--- config.mk ---
export PLATFORM = sky130hd
export DESIGN_NAME = sd_spi_responder
export DESIGN_NICKNAME = d
export VERILOG_FILES = /design/src/rtl/sd_spi_responder.sv
export SDC_FILE = /design/constraint.sdc
export NUM_CORES = 1
export LEC_CHECK = 0
export CAP_MARGIN = 20
export CORE_MARGIN = 4
export CORE_UTILIZATION = 58
export DETAILED_ROUTE_END_ITERATION = 10
export GPL_TIMING_DRIVEN = 0
export PLACE_DENSITY = 0.79
export SLEW_MARGIN = 20
export SYNTH_ARGS = -nofsm -noshare
export SYNTH_HDL_FRONTEND = slang
export SYNTH_SLANG_ARGS = --single-unit
--- constraint.sdc ---
create_clock -name clk -period 2 [get_ports clk]
set_input_delay 0.5 -clock clk [delete_from_list [all_inputs] [get_ports clk]]
set_output_delay 0.5 -clock clk [all_outputs]
set_load 0.02 [all_outputs]
--- src/rtl/sd_spi_responder.sv ---
// sd_spi_responder: SPI-mode SD card responder (card side of the host link).
// Receives 48-bit command frames on sd_mosi and answers R1/R7 on sd_miso.
// Build option: define SD_RESP_CRC_CHECK_EN to check the CRC7 of each frame;
// without it the CRC field is ignored and no CRC logic exists.
//
// state  | meaning
// HUNT   | waiting for a start bit (0) on sd_mosi while sd_cs_n is low
// RX     | shifting in the remaining 47 frame bits, framing checked on the last
// DECODE | one cycle: cmd_valid high, command executed, response built
// NCR    | sd_miso held high until the response starts
// TX     | response bytes shifted out MSB-first, back-to-back

module sd_spi_responder #(
  parameter int NCR_BYTES  = 1,
  parameter int INIT_POLLS = 2
) (
  input  logic        clk,
  input  logic        reset,
  input  logic        sd_cs_n,
  input  logic        sd_mosi,
  output logic        sd_miso,
  output logic        cmd_valid,
  output logic [5:0]  cmd_index,
  output logic [31:0] cmd_arg,
  output logic        busy
);

  typedef enum logic [2:0] {HUNT, RX, DECODE, NCR, TX} fsmState;

  localparam int            PW         = $clog2(INIT_POLLS + 2);
  localparam logic [PW-1:0] POLL_LIMIT = PW'(INIT_POLLS);
  localparam logic [PW-1:0] POLL_MAX   = PW'(INIT_POLLS + 1);
  // The DECODE cycle is the first all-ones bit time, so NCR itself runs one short.
  localparam logic [5:0]    NCR_LOAD   = 6'(NCR_BYTES * 8 - 2);

  fsmState        state, stateNext;
  logic [46:0]    rxShift;      // frame bit k (k>=1) sits at rxShift[k-1] on the last RX cycle
  logic [5:0]     rxLeft;
  logic [5:0]     ncrLeft;
  logic [39:0]    txShift;
  logic [5:0]     txLeft;
  logic           inIdle;
  logic           appCmd;
  logic [PW-1:0]  polls;
  logic [PW-1:0]  pollsInc;
  logic           frameOk;
  logic [7:0]     idleByte;

  logic           inIdleNext;
  logic           appCmdNext;
  logic [PW-1:0]  pollsNext;
  logic [39:0]    respNext;
  logic [5:0]     respLast;

`ifdef SD_RESP_CRC_CHECK_EN
  logic crcOk;

  function automatic logic [6:0] crc7(input logic [39:0] d);
    logic [6:0] c;
    logic       fb;
    c = '0;
    for (int i = 39; i >= 0; i--) begin
      fb = d[i] ^ c[6];
      c  = {c[5:0], 1'b0} ^ (fb ? 7'h09 : 7'h00);
    end
    return c;
  endfunction
`endif

  assign frameOk   = ~rxShift[46] & rxShift[45] & sd_mosi;
  assign idleByte  = {7'd0, inIdle};
  assign pollsInc  = (polls == POLL_MAX) ? POLL_MAX : polls + 1'b1;
  assign busy      = (state != HUNT);
  assign cmd_valid = (state == DECODE);
  assign sd_miso   = (state == TX) ? txShift[39] : 1'b1;

  // State register.
  always_ff @(posedge clk) begin
    if (reset) state <= HUNT;
    else       state <= stateNext;
  end

  // Next-state logic; chip select high always forces HUNT.
  always_comb begin
    stateNext = state;
    case (state)
      HUNT:    if (!sd_mosi) stateNext = RX;
      RX:      if (rxLeft == 6'd0) stateNext = frameOk ? DECODE : HUNT;
      DECODE:  stateNext = NCR;
      NCR:     if (ncrLeft == 6'd0) stateNext = TX;
      TX:      if (txLeft == 6'd0) stateNext = HUNT;
      default: stateNext = HUNT;
    endcase
    if (sd_cs_n) stateNext = HUNT;
  end

  // Command execution: card-state updates and response image for the decoded frame.
  always_comb begin
    inIdleNext = inIdle;
    appCmdNext = 1'b0;
    pollsNext  = polls;
    respNext   = {8'h04 | idleByte, 32'd0};
    respLast   = 6'd7;
    case (cmd_index)
      6'd0: begin
        inIdleNext     = 1'b1;
        pollsNext      = '0;
        respNext[39:32] = 8'h01;
      end
      6'd8: begin
        respNext = {idleByte, 8'h00, 8'h00, 8'h01, cmd_arg[7:0]};
        respLast = 6'd39;
      end
      6'd55: begin
        appCmdNext      = 1'b1;
        respNext[39:32] = idleByte;
      end
      6'd41: begin
        if (appCmd) begin
          pollsNext = pollsInc;
          if (inIdle && (pollsInc <= POLL_LIMIT)) begin
            respNext[39:32] = 8'h01;
          end else begin
            inIdleNext      = 1'b0;
            respNext[39:32] = 8'h00;
          end
        end
      end
      default: ;
    endcase
`ifdef SD_RESP_CRC_CHECK_EN
    if (!crcOk) begin
      inIdleNext = inIdle;
      appCmdNext = appCmd;
      pollsNext  = polls;
      respNext   = {8'h08 | idleByte, 32'd0};
      respLast   = 6'd7;
    end
`endif
  end

  // Datapath: frame shifter, decoded fields, card state, Ncr and TX down-counters.
  always_ff @(posedge clk) begin
    if (reset) begin
      rxShift   <= '0;
      rxLeft    <= 6'd46;
      ncrLeft   <= '0;
      txShift   <= {40{1'b1}};
      txLeft    <= '0;
      inIdle    <= 1'b1;
      appCmd    <= 1'b0;
      polls     <= '0;
      cmd_index <= '0;
      cmd_arg   <= '0;
`ifdef SD_RESP_CRC_CHECK_EN
      crcOk     <= 1'b1;
`endif
    end else begin
      case (state)
        HUNT: begin
          rxShift <= '0;
          rxLeft  <= 6'd46;
        end
        RX: begin
          rxShift <= {rxShift[45:0], sd_mosi};
          rxLeft  <= rxLeft - 1'b1;
          if (stateNext == DECODE) begin
            cmd_index <= rxShift[44:39];
            cmd_arg   <= rxShift[38:7];
`ifdef SD_RESP_CRC_CHECK_EN
            crcOk     <= (crc7(rxShift[46:7]) == rxShift[6:0]);
`endif
          end
        end
        DECODE: begin
          inIdle  <= inIdleNext;
          appCmd  <= appCmdNext;
          polls   <= pollsNext;
          txShift <= respNext;
          txLeft  <= respLast;
          ncrLeft <= NCR_LOAD;
        end
        NCR: ncrLeft <= ncrLeft - 1'b1;
        TX: begin
          txShift <= {txShift[38:0], 1'b1};
          txLeft  <= txLeft - 1'b1;
        end
        default: ;
      endcase
    end
  end

endmodule

==> out/metrics.csv <==
stage,metric,value,unit
yosys,top_reg_cell synth,dfxtp_1,
clock_tree,total CTS buffers,17,
yosys,number of synthesized register bits,150,
yosys,Post-synth EDFFs,0,
floorplanning,Die X,108.9,um
hold_path,min-delay src,cmd_arg[9]$_SDFFE_PP0P_,
grt,vias in the first global route,5000,
floorplanning,die area,11850,um2
worst_setup_path,Startpoint Class,flop,
yosys,warnings from Yosys,0,
sta,Final Hold Slack,0.4551,ns
place,gpl congestion,0.7952,
detailed_routing,drt first pass iters,6,
clock_tree,TritonCTS clock tree,yes,
worst_setup_path,WP data arrival,1.58,ns
sta,worst setup margin,-0.08196,ns
floorplanning,Initial Util,0.6008,
sta,Max Slew Vio Count,0,
grt,initial antenna violation count,0,
flow_run,max-capacitance violation count,0,
run_status,status,"finished, violations left",
sta,skew final,0.004648,ns
clock_tree,H-Tree Depth,4,
yosys,Cells after Synth,657,
power,Leak,2.769,nW
detailed_routing,DRC,0,
power,Power Density,900.0,nW/um2
sta,final setup violation count,3,
yosys,fraction of registers with async set/reset,0,
cells_and_area,share of layout cells above drive strength 1,0.1108,
detailed_routing,DR WL/cell,15.97,um
sta,crit path time final,2.082,ns
yosys,"Cell Area, Synth",5899,um2
cells_and_area,Reg area,3005,um2
clock_tree,Worst-Skew Late Latency,0.52,ns
sta,unrepaired setup endpoints after global routing,true,
detailed_routing,Initial DRC Count,354,
place,IO Port Bufs,43,
detailed_routing,Via density,5.746,
worst_setup_path,worst path required time,1.50,ns
place,Placed Area,6496,um2
floorplanning,num rows,36,
sta,Final Hold Viols,0,
floorplanning,Die Y-Extent,108.9,um
yosys,Synthesized Nets,664,
floorplanning,num ports,45,
cells_and_area,"Core Util, Final",0.7438,
grt,All-Layer GR Usage,0.2447,
yosys,Cell variety after synth,52,
cells_and_area,Fillers,742,
power,Worst IR Drop VDD,0.6981,mV
yosys,Avg Inst Size Synth,8.979,um2
cells_and_area,Post-layout nets,734,
sta,Slew HR,0.5965,
cells_and_area,Multi-input gate area,2582,um2
sta,actual slew at the worst max-slew pin,0.6053,ns
clock_tree,"Clk pin slew, worst setup/hold paths",0.06,ns
yosys,post-synthesis sequential area ratio,0.5090,
detailed_routing,post-route ant nets,0,
run_status,failing checks,negative setup slack,
clock_tree,clk root buf,clkbuf_8,
grt,grt ovf,0,
detailed_routing,via count,5016,
cells_and_area,synthesis-to-finish area growth,23.80,%
place,DP Worst Slack,-0.4596,ns
detailed_routing,total routed wirelength,13940,um
grt,global-route wire length before repair,23010,um
worst_setup_path,"critical path fanouts, max",6,
sta,fin crit share,1.041,
clock_tree,clock sink total,150,
clock_tree,Max Root-Sink Buffers,2,
hold_path,Hold Crit Class,flop to flop,
worst_setup_path,crit end category,primary output,
clock_tree,hold buffer count at cts,0,
sta,FMAX,480.3,MHz
place,DP Wirelength,8881,um
cells_and_area,Finished Cell Area,7303,um2
worst_setup_path,Reg-to-Reg Start,state[1]$_SDFF_PP0_,
floorplanning,Core Region,9819,um2
cells_and_area,antenna cells,0,
worst_setup_path,Critical path origin,state[2]$_SDFF_PP0_,
worst_setup_path,Crit Path Class,flop to primary output,
grt,pin count of the biggest net entering global routing,19,
-- what timing repair did --
item,in CTS,in global routing
pin swaps,2,5
gates resized for setup,46,28
setup endpoints to repair,20,28
setup buffers,6,6
endpoints found under the hold margin,0,0
gates cloned,0,0
-- area by class of cell --
type                            instances  area share
Buffer                                 52     0.04266
Clock buffer                           20     0.06099
Clock inverter                         12     0.02724
Inverter                               11    0.006682
Multi-Input combinational cell        440      0.3536
Sequential cell                       150      0.4115
Tap cell                              133     0.02279
Timing Repair Buffer                   55     0.07452
-- synthesized netlist by cell type, types with 2 or more instances --
cell / count / area [um2]
nand2b_1: 2 / 12.51
mux2i_1: 39 / 390.4
o21ai_1: 3 / 15.01
a21oi_1: 60 / 300.3
nor2_1: 20 / 75.07
and3_1: 3 / 18.77
ha_1: 3 / 37.54
xor2_1: 4 / 35.03
a221o_1: 29 / 290.3
clkbuf_1: 34 / 127.6
inv_1: 9 / 33.78
a221oi_1: 8 / 70.07
o21bai_1: 2 / 15.01
nor2b_1: 3 / 18.77
buf_6: 9 / 101.4
nand4_1: 6 / 37.54
nand2_1: 153 / 574.3
buf_1: 2 / 7.510
o21a_1: 2 / 15.01
nor3_1: 12 / 60.06
or3_1: 4 / 25.02
buf_2: 9 / 45.04
xnor2_1: 3 / 26.28
a211oi_1: 2 / 15.01
buf_4: 2 / 15.01
nand3_1: 55 / 275.3
o21ai_0: 2 / 10.01
a221oi_2: 2 / 30.03
nor4_1: 3 / 18.77
dfxtp_1: 150 / 3003
-- state kept, by name, indices dropped and copies added (netlist names) --
signal     cells
rxLeft         6
rxShift       47
polls          2
ncrLeft        6
state          3
txShift       40
appCmd         1
cmd_index      6
txLeft         6
cmd_arg       32
inIdle         1
-- layout by cell type (no fill, tap or decap), types with 3 or more instances in the layout --
cell / n
bufinv_16: 5
clkbuf_8: 3
nor2_1: 19
or3_1: 4
a21oi_1: 60
buf_4: 13
a221oi_1: 8
buf_2: 4
nand2_1: 153
nor3_1: 12
mux2i_1: 38
o21ai_1: 3
clkbuf_16: 16
dlygate4sd2_1: 17
nor2b_1: 3
xor2_1: 4
clkbuf_1: 33
inv_1: 8
clkinv_2: 3
a221o_1: 29
buf_6: 13
nor4_1: 3
dfxtp_1: 148
clkdlybuf4s50_1: 8
dlymetal6s2s_1: 15
and3_1: 3
xnor2_1: 3
nand3_1: 55
nand4_1: 6
ha_1: 3
-- metrics by stage --
step | cells | power [W] | TNS (ns)
after floorplan | 657 | 0.003138 | 0
after global placement | 833 | 0.003180 | -2.994
after detailed placement | 833 | 0.003182 | -4.761
after CTS | 868 | 0.006587 | -0.2967
after global routing | 873 | 0.006735 | -0.4910
final | 873 | 0.006573 | -0.1338
-- where the power goes --
part	switching, W	internal (W)	leakage (nW)
combinational	0.000103	0.0000263	1.24
clock	0.00123	0.00222	0.315
sequential	0.00000175	0.00299	1.21
total	0.00134	0.00524	2.77
-- metal layers --
metal | vias up | part of all wire | global-route usage
met5 | - | 0 | 0
met1 | 2405 | 0.42 | 0.2878
met3 | 37 | 0.043 | 0.05802
li1 | 2446 | - | -
met4 | 0 | 0.029 | 0.1163
met2 | 128 | 0.51 | 0.4201
-- kinds of logic after synthesis --
logic type               share of synthesized area
AO/OA/AOI/OAI                               0.1415
flip-flops                                  0.5090
XOR/XNOR                                   0.01039
buffers and inverters                      0.05811
multiplexers                               0.06808
AND/OR/NAND/NOR                             0.2066
adder cells (fa/ha/maj)                   0.006363
-- critical path: stages (launching register included) --
cell and delay, ns:
dfxtp_2 0.32, buf_6 0.12, or3b_4 0.44, inv_8 0.07, buf_6 0.11
-- worst paths after layout --
| path | end | slack [ns] | cells past startpoint |
|---|---|---|---|
| max | cmd_valid | -0.08 | 4 |
| min | cmd_arg[9]$_SDFFE_PP0P_ | 0.46 | 2 |
| max reg2reg | cmd_arg[5]$_SDFFE_PP0P_ | 0.08 | 8 |
| min reg2reg | cmd_arg[9]$_SDFFE_PP0P_ | 0.46 | 2 |
(Power assumes the default switching activity.)
